<file path="src/rtl/mini_cpu_pkg.sv">
// Shared opcode and FSM state encodings for the mini CPU core.
package mini_cpu_pkg;

  typedef enum logic [2:0] {
    OP_ADD  = 3'd0,
    OP_SUB  = 3'd1,
    OP_AND  = 3'd2,
    OP_OR   = 3'd3,
    OP_XOR  = 3'd4,
    OP_LDI  = 3'd5,
    OP_MOV  = 3'd6,
    OP_HALT = 3'd7
  } op_e;

  typedef enum logic [1:0] {
    IDLE = 2'd0,
    EXEC = 2'd1,
    WB   = 2'd2,
    HALT = 2'd3
  } state_e;

endpackage

</file>
<file path="src/rtl/mini_regfile.sv">
// Register file: two asynchronous read ports, one synchronous write port,
// asynchronous active-low clear of every entry.
module mini_regfile #(
  parameter int unsigned DATA_W  = 8,
  parameter int unsigned REG_CNT = 4,
  localparam int unsigned AW     = $clog2(REG_CNT)
) (
  input  logic              clk,
  input  logic              rst_n,
  input  logic              i_we,
  input  logic [AW-1:0]     i_waddr,
  input  logic [DATA_W-1:0] i_wdata,
  input  logic [AW-1:0]     i_raddr1,
  output logic [DATA_W-1:0] o_rdata1,
  input  logic [AW-1:0]     i_raddr2,
  output logic [DATA_W-1:0] o_rdata2
);

  logic [DATA_W-1:0] r_mem [REG_CNT];

  always_ff @(posedge clk or negedge rst_n) begin
    if (!rst_n) begin
      for (int unsigned i = 0; i < REG_CNT; i++) r_mem[i] <= '0;
    end else if (i_we) begin
      r_mem[i_waddr] <= i_wdata;
    end
  end

  assign o_rdata1 = r_mem[i_raddr1];
  assign o_rdata2 = r_mem[i_raddr2];

endmodule

</file>
<file path="src/rtl/mini_cpu_core.sv">
// Multi-cycle mini CPU core: IDLE -> EXEC -> WB per instruction, HALT is terminal.
// Optional status flags are built only when MINI_CPU_FLAGS_EN is defined.
module mini_cpu_core
  import mini_cpu_pkg::*;
#(
  parameter int unsigned DATA_W  = 8,
  parameter int unsigned REG_CNT = 4,
  localparam int unsigned AW     = $clog2(REG_CNT)
) (
  input  logic              clk,
  input  logic              rst_n,
  input  logic              instr_valid,
  output logic              instr_ready,
  input  logic [2:0]        opcode,
  input  logic [AW-1:0]     rd,
  input  logic [AW-1:0]     rs1,
  input  logic [AW-1:0]     rs2,
  input  logic [DATA_W-1:0] imm,
  output logic [DATA_W-1:0] alu_result,
  output logic              result_valid,
  output logic              reg_write,
  output logic              flag_zero,
  output logic              flag_carry,
  output logic              halted
);

  state_e            r_state, w_next;
  op_e               r_op;
  logic [AW-1:0]     r_rd, r_rs1, r_rs2;
  logic [DATA_W-1:0] r_imm, r_result;
  logic [DATA_W-1:0] w_a, w_b, w_alu;
  logic              w_exec_wr;

  mini_regfile #(.DATA_W(DATA_W), .REG_CNT(REG_CNT)) u_regfile (
    .clk      (clk),
    .rst_n    (rst_n),
    .i_we     (reg_write),
    .i_waddr  (r_rd),
    .i_wdata  (r_result),
    .i_raddr1 (r_rs1),
    .o_rdata1 (w_a),
    .i_raddr2 (r_rs2),
    .o_rdata2 (w_b)
  );

  always_ff @(posedge clk or negedge rst_n) begin
    if (!rst_n) r_state <= IDLE;
    else        r_state <= w_next;
  end

  always_comb begin
    w_next       = r_state;
    instr_ready  = 1'b0;
    result_valid = 1'b0;
    reg_write    = 1'b0;
    halted       = 1'b0;
    case (r_state)
      IDLE: begin
        instr_ready = 1'b1;
        if (instr_valid) w_next = EXEC;
      end
      EXEC: w_next = (r_op == OP_HALT) ? HALT : WB;
      WB: begin
        result_valid = 1'b1;
        reg_write    = 1'b1;
        w_next       = IDLE;
      end
      HALT: halted = 1'b1;
      default: w_next = IDLE;
    endcase
  end

  always_ff @(posedge clk or negedge rst_n) begin
    if (!rst_n) begin
      r_op  <= OP_ADD;
      r_rd  <= '0;
      r_rs1 <= '0;
      r_rs2 <= '0;
      r_imm <= '0;
    end else if (r_state == IDLE && instr_valid) begin
      r_op  <= op_e'(opcode);
      r_rd  <= rd;
      r_rs1 <= rs1;
      r_rs2 <= rs2;
      r_imm <= imm;
    end
  end

  always_comb begin
    w_alu = '0;
    case (r_op)
      OP_ADD:  w_alu = w_a + w_b;
      OP_SUB:  w_alu = w_a - w_b;
      OP_AND:  w_alu = w_a & w_b;
      OP_OR:   w_alu = w_a | w_b;
      OP_XOR:  w_alu = w_a ^ w_b;
      OP_LDI:  w_alu = r_imm;
      OP_MOV:  w_alu = w_a;
      default: w_alu = r_result;
    endcase
  end

  assign w_exec_wr = (r_state == EXEC) && (r_op != OP_HALT);

  // Result is captured at the end of EXEC so it is already stable while
  // result_valid pulses in WB; it doubles as the held alu_result output.
  always_ff @(posedge clk or negedge rst_n) begin
    if (!rst_n)         r_result <= '0;
    else if (w_exec_wr) r_result <= w_alu;
  end

  assign alu_result = r_result;

`ifdef MINI_CPU_FLAGS_EN
  logic r_zero, r_carry, w_carry;

  // ADD carry-out detected as wrap-around of the truncated sum.
  always_comb begin
    w_carry = 1'b0;
    if (r_op == OP_ADD)      w_carry = (w_alu < w_a);
    else if (r_op == OP_SUB) w_carry = (w_a < w_b);
  end

  always_ff @(posedge clk or negedge rst_n) begin
    if (!rst_n) begin
      r_zero  <= 1'b0;
      r_carry <= 1'b0;
    end else if (w_exec_wr) begin
      r_zero  <= (w_alu == '0);
      r_carry <= w_carry;
    end
  end

  assign flag_zero  = r_zero;
  assign flag_carry = r_carry;
`else
  assign flag_zero  = 1'b0;
  assign flag_carry = 1'b0;
`endif

endmodule

</file>
<file path="config.mk">
export PLATFORM = sky130hd
export DESIGN_NAME = mini_cpu_core
export DESIGN_NICKNAME = d
export VERILOG_FILES = /design/src/rtl/mini_cpu_pkg.sv /design/src/rtl/mini_regfile.sv /design/src/rtl/mini_cpu_core.sv
export SDC_FILE = /design/constraint.sdc
export NUM_CORES = 1
export LEC_CHECK = 0
export CELL_PAD_IN_SITES_DETAIL_PLACEMENT = 1
export CELL_PAD_IN_SITES_GLOBAL_PLACEMENT = 1
export CORE_MARGIN = 1
export CORE_UTILIZATION = 47
export CTS_CLUSTER_DIAMETER = 50
export DETAILED_ROUTE_END_ITERATION = 8
export HOLD_SLACK_MARGIN = 0.15
export PLACE_DENSITY = 0.86
export RECOVER_POWER = 25
export SLEW_MARGIN = 40
export SYNTH_ARGS = -nofsm -noshare
export SYNTH_HDL_FRONTEND = slang
export SYNTH_SLANG_ARGS = --single-unit
</file>
<file path="constraint.sdc">
create_clock -name clk -period 4.18 [get_ports clk]
set_input_delay 0.627 -clock clk [delete_from_list [all_inputs] [get_ports clk]]
set_output_delay 0.627 -clock clk [all_outputs]
set_load 0.1 [all_outputs]
</file>
==> impl_metrics.toml <==
[routing]
highest_layer = "met4"
wl_met3_um = 364
drt_pass1_iterations = 4
met2_wirelength_mm = 4.897
avgRoutedWirePerCell_um = 21.07
met1_length_mm = 4.212
drt_iter0_markers = 103
postRouteAntennaNets = 0
avgViaCountPerCell = 5.926
drcViolationCount = 0
vias = 2726
routed_wl_mm = 9.694

[timing]
min_period_ps = 3509
slew_viol_final = 33
max_freq_mhz = 285.0
period_share_pct = 83.95
setup_viol_count_final = 0
worstMarginPinSlew_ps = 1796
max-slew-margin-rel_pct = -19.71
tns_ps = 0
whs_ps = 518.0
grt_setup_unrepaired = "no"
hold_viol_final = 0
fin_skew_ps = 10.45

[flow_run]
drv_cap = 1

[placement]
gp_congestion = 0.8973
port_buffers = 31
detailed_place_hpwl_mm = 7.114

[global_route]
antenna_found_initial = 0
grt_pass1_wl_mm = 16.24
grt_max_degree = 34
track_usage_pct = 25.89
overflow = 0
grt_pass1_vias = 2976

[synthesis]
synth_edf_count = 0
synth_area_um2 = 3756
synth_top_family_by_area = "multiplexers"
ys_types = 47
syn_inst = 324
synth-seq-cells = 59
synth-simple-area-share_pct = 8.827
synthAdderAreaFrac_pct = 8.528
synth_compound_area_share_pct = 9.227
synth_ff_type = "dfrtp_1"
synthXorXnorAreaFrac_pct = 2.332
async_reset_ff_share_pct = 100.0
yosys-mux-area-fraction_pct = 27.02
synthTopCellsByArea = "dfrtp_1, mux2_2, mux4_2, ha_1, inv_1"
synth_top_area_share_pct = 39.31
syn_area_per_cell_um2 = 11.59
yosysSeqAreaShare_pct = 39.31
synth.largest_area_cell = "dfrtp_1"
ys.warnings.count = 0

[worst_setup_path]
critPathMaxStageDelay_ps = 670
start_kind = "register"
rrSetupSlack_ps = 670
crit_path_max_fanout = 9
worstPathRequired_ps = 4410
end_kind = "register"
crit_type = "reg2reg"
arrival_ps = 3740
cp_common_cell = "ha_1"
crit_chain = "mux4_2 -> inv_1 -> ha_1 -> mux2i_1 -> ha_1 -> nor2b_1 -> o21a_1 -> o31a_1 -> or3_1 -> a21oi_1 -> o21ai_0"
cp_slowest_cell = "dfrtp_1"

[cts]
cts_sinks = 59
clk_pin_slew_worst_paths_ps = 70
clk_path_buf_depth = 2
post_cts_resized = 0
post_cts_buffers = 0
cts_buffers = 9
root_buffer = "clkbuf_8"
tritoncts = "done"
clk_latency_ps = 350
holdBufCountCts = 0
htree_num_levels = 3

[status]
violations = "capacitance limit, slew limit"
status = "finished, violations left"

[layout]
n_antenna_cell = 0
nFillCells = 803
area_growth_pct = 15.02
nNetsFinal = 398
regArea_um2 = 1476
drive_above_1_share_pct = 29.61
multi_input_area_um2 = 2126

[min_path]
hold_class = "reg2reg"

[floorplan]
ios = 34
die_x_um = 91.40
die_h_um = 91.40
coreArea_um2 = 7727
start_util_pct = 48.61
rows = 32
dieArea_um2 = 8353
==> cells in the mapped netlist, types with 2 or more instances <==
| cell | instances |
|---|---|
| a211oi_1 | 2 |
| a21o_1 | 2 |
| a21oi_1 | 11 |
| a221o_1 | 3 |
| a31oi_1 | 5 |
| and2_1 | 3 |
| buf_2 | 2 |
| buf_4 | 3 |
| clkbuf_1 | 14 |
| dfrtp_1 | 59 |
| ha_1 | 24 |
| inv_1 | 21 |
| mux2_2 | 53 |
| mux2i_1 | 5 |
| mux4_1 | 2 |
| mux4_2 | 14 |
| nand2_1 | 13 |
| nand2b_1 | 2 |
| nand3_1 | 2 |
| nor2_1 | 21 |
| nor2b_1 | 7 |
| nor3_1 | 4 |
| nor3_4 | 2 |
| o21a_1 | 2 |
| o21ai_0 | 10 |
| o22ai_1 | 8 |
| or3_1 | 2 |
| xnor2_1 | 9 |
==> metrics by stage <==
stage / std cells / area [um^2] / worst slack (ps) / util (%)
after floorplan: 325 / 3760 / 1150 / -
after CTS: 460 / 4322 / 639.4 / 55.93
after global placement: 444 / 4141 / 789.0 / 53.59
final: 460 / 4320 / 670.8 / 55.91
after global routing: 460 / 4320 / 432.6 / 55.91
after detailed placement: 444 / 4099 / 691.5 / 53.04
==> routing by layer <==
layer | vias up | GRT usage (%)
met5 | - | 0
met1 | 1415 | 33.24
met4 | 0 | 10.98
li1 | 1230 | -
met2 | 63 | 43.30
met3 | 18 | 4.188
==> cell usage in the layout (no fill, tap or decap), drive strengths merged, types with 5 or more instances in the layout <==
cell type / instances
dfrtp: 59
mux2: 53
ha: 24
inv: 23
nor2: 21
clkdlybuf4s50: 18
buf: 18
mux4: 16
nand2: 13
a21oi: 11
o21ai: 10
clkbuf: 10
xnor2: 9
o22ai: 8
nor2b: 7
nor3: 6
a31oi: 5
mux2i: 5
==> worst max-delay path: cells and delay by family (launching register included) <==
family,cells,cell delay [ps]
AOI/OAI and AO/OA,4,700
adders and majority gates,2,530
buffers and inverters,1,130
DFF,1,670
muxes,2,910
and+or+nand+nor,2,460
==> sequential cells by signal (all words and copies together), names as in the netlist <==
signal           flops
alu_result           8
r_imm                8
r_op                 3
r_rd                 2
r_rs1                2
r_rs2                2
r_state              2
u_regfile.r_mem     32
==> kinds of logic after synthesis <==
| family | count (synthesis) |
|---|---|
| AO/OA/AOI/OAI | 53 |
| XOR/XNOR | 10 |
| adder cells (fa/ha/maj) | 25 |
| buffers and inverters | 41 |
| flip-flops | 59 |
| multiplexers | 74 |
| other | 1 |
| AND/OR/NAND/NOR | 61 |
==> worst paths after layout <==
kind	startpoint	cells after the start	to
max	r_rs2[0]	11	alu_result[5]
min	r_imm[4]	1	r_imm[4]
max in group asynchronous	rst_n	2	alu_result[5]
max reg2reg	r_rs2[0]	11	alu_result[5]
min reg2reg	r_imm[4]	1	r_imm[4]
min in group asynchronous	rst_n	1	r_imm[3]
==> final cells by class <==
class | count | area share [%]
flip-flops and latches | 59 | 34.17
inverters | 21 | 1.825
clock buffers | 9 | 2.867
repair buffers | 37 | 6.690
well taps | 102 | 2.954
multi-input cells | 225 | 49.20
clock inverters | 7 | 2.288
Power is left out: the tool's default activity adds up to more than one toggle a clock period on the data nets, which glitch-free logic cannot reach.
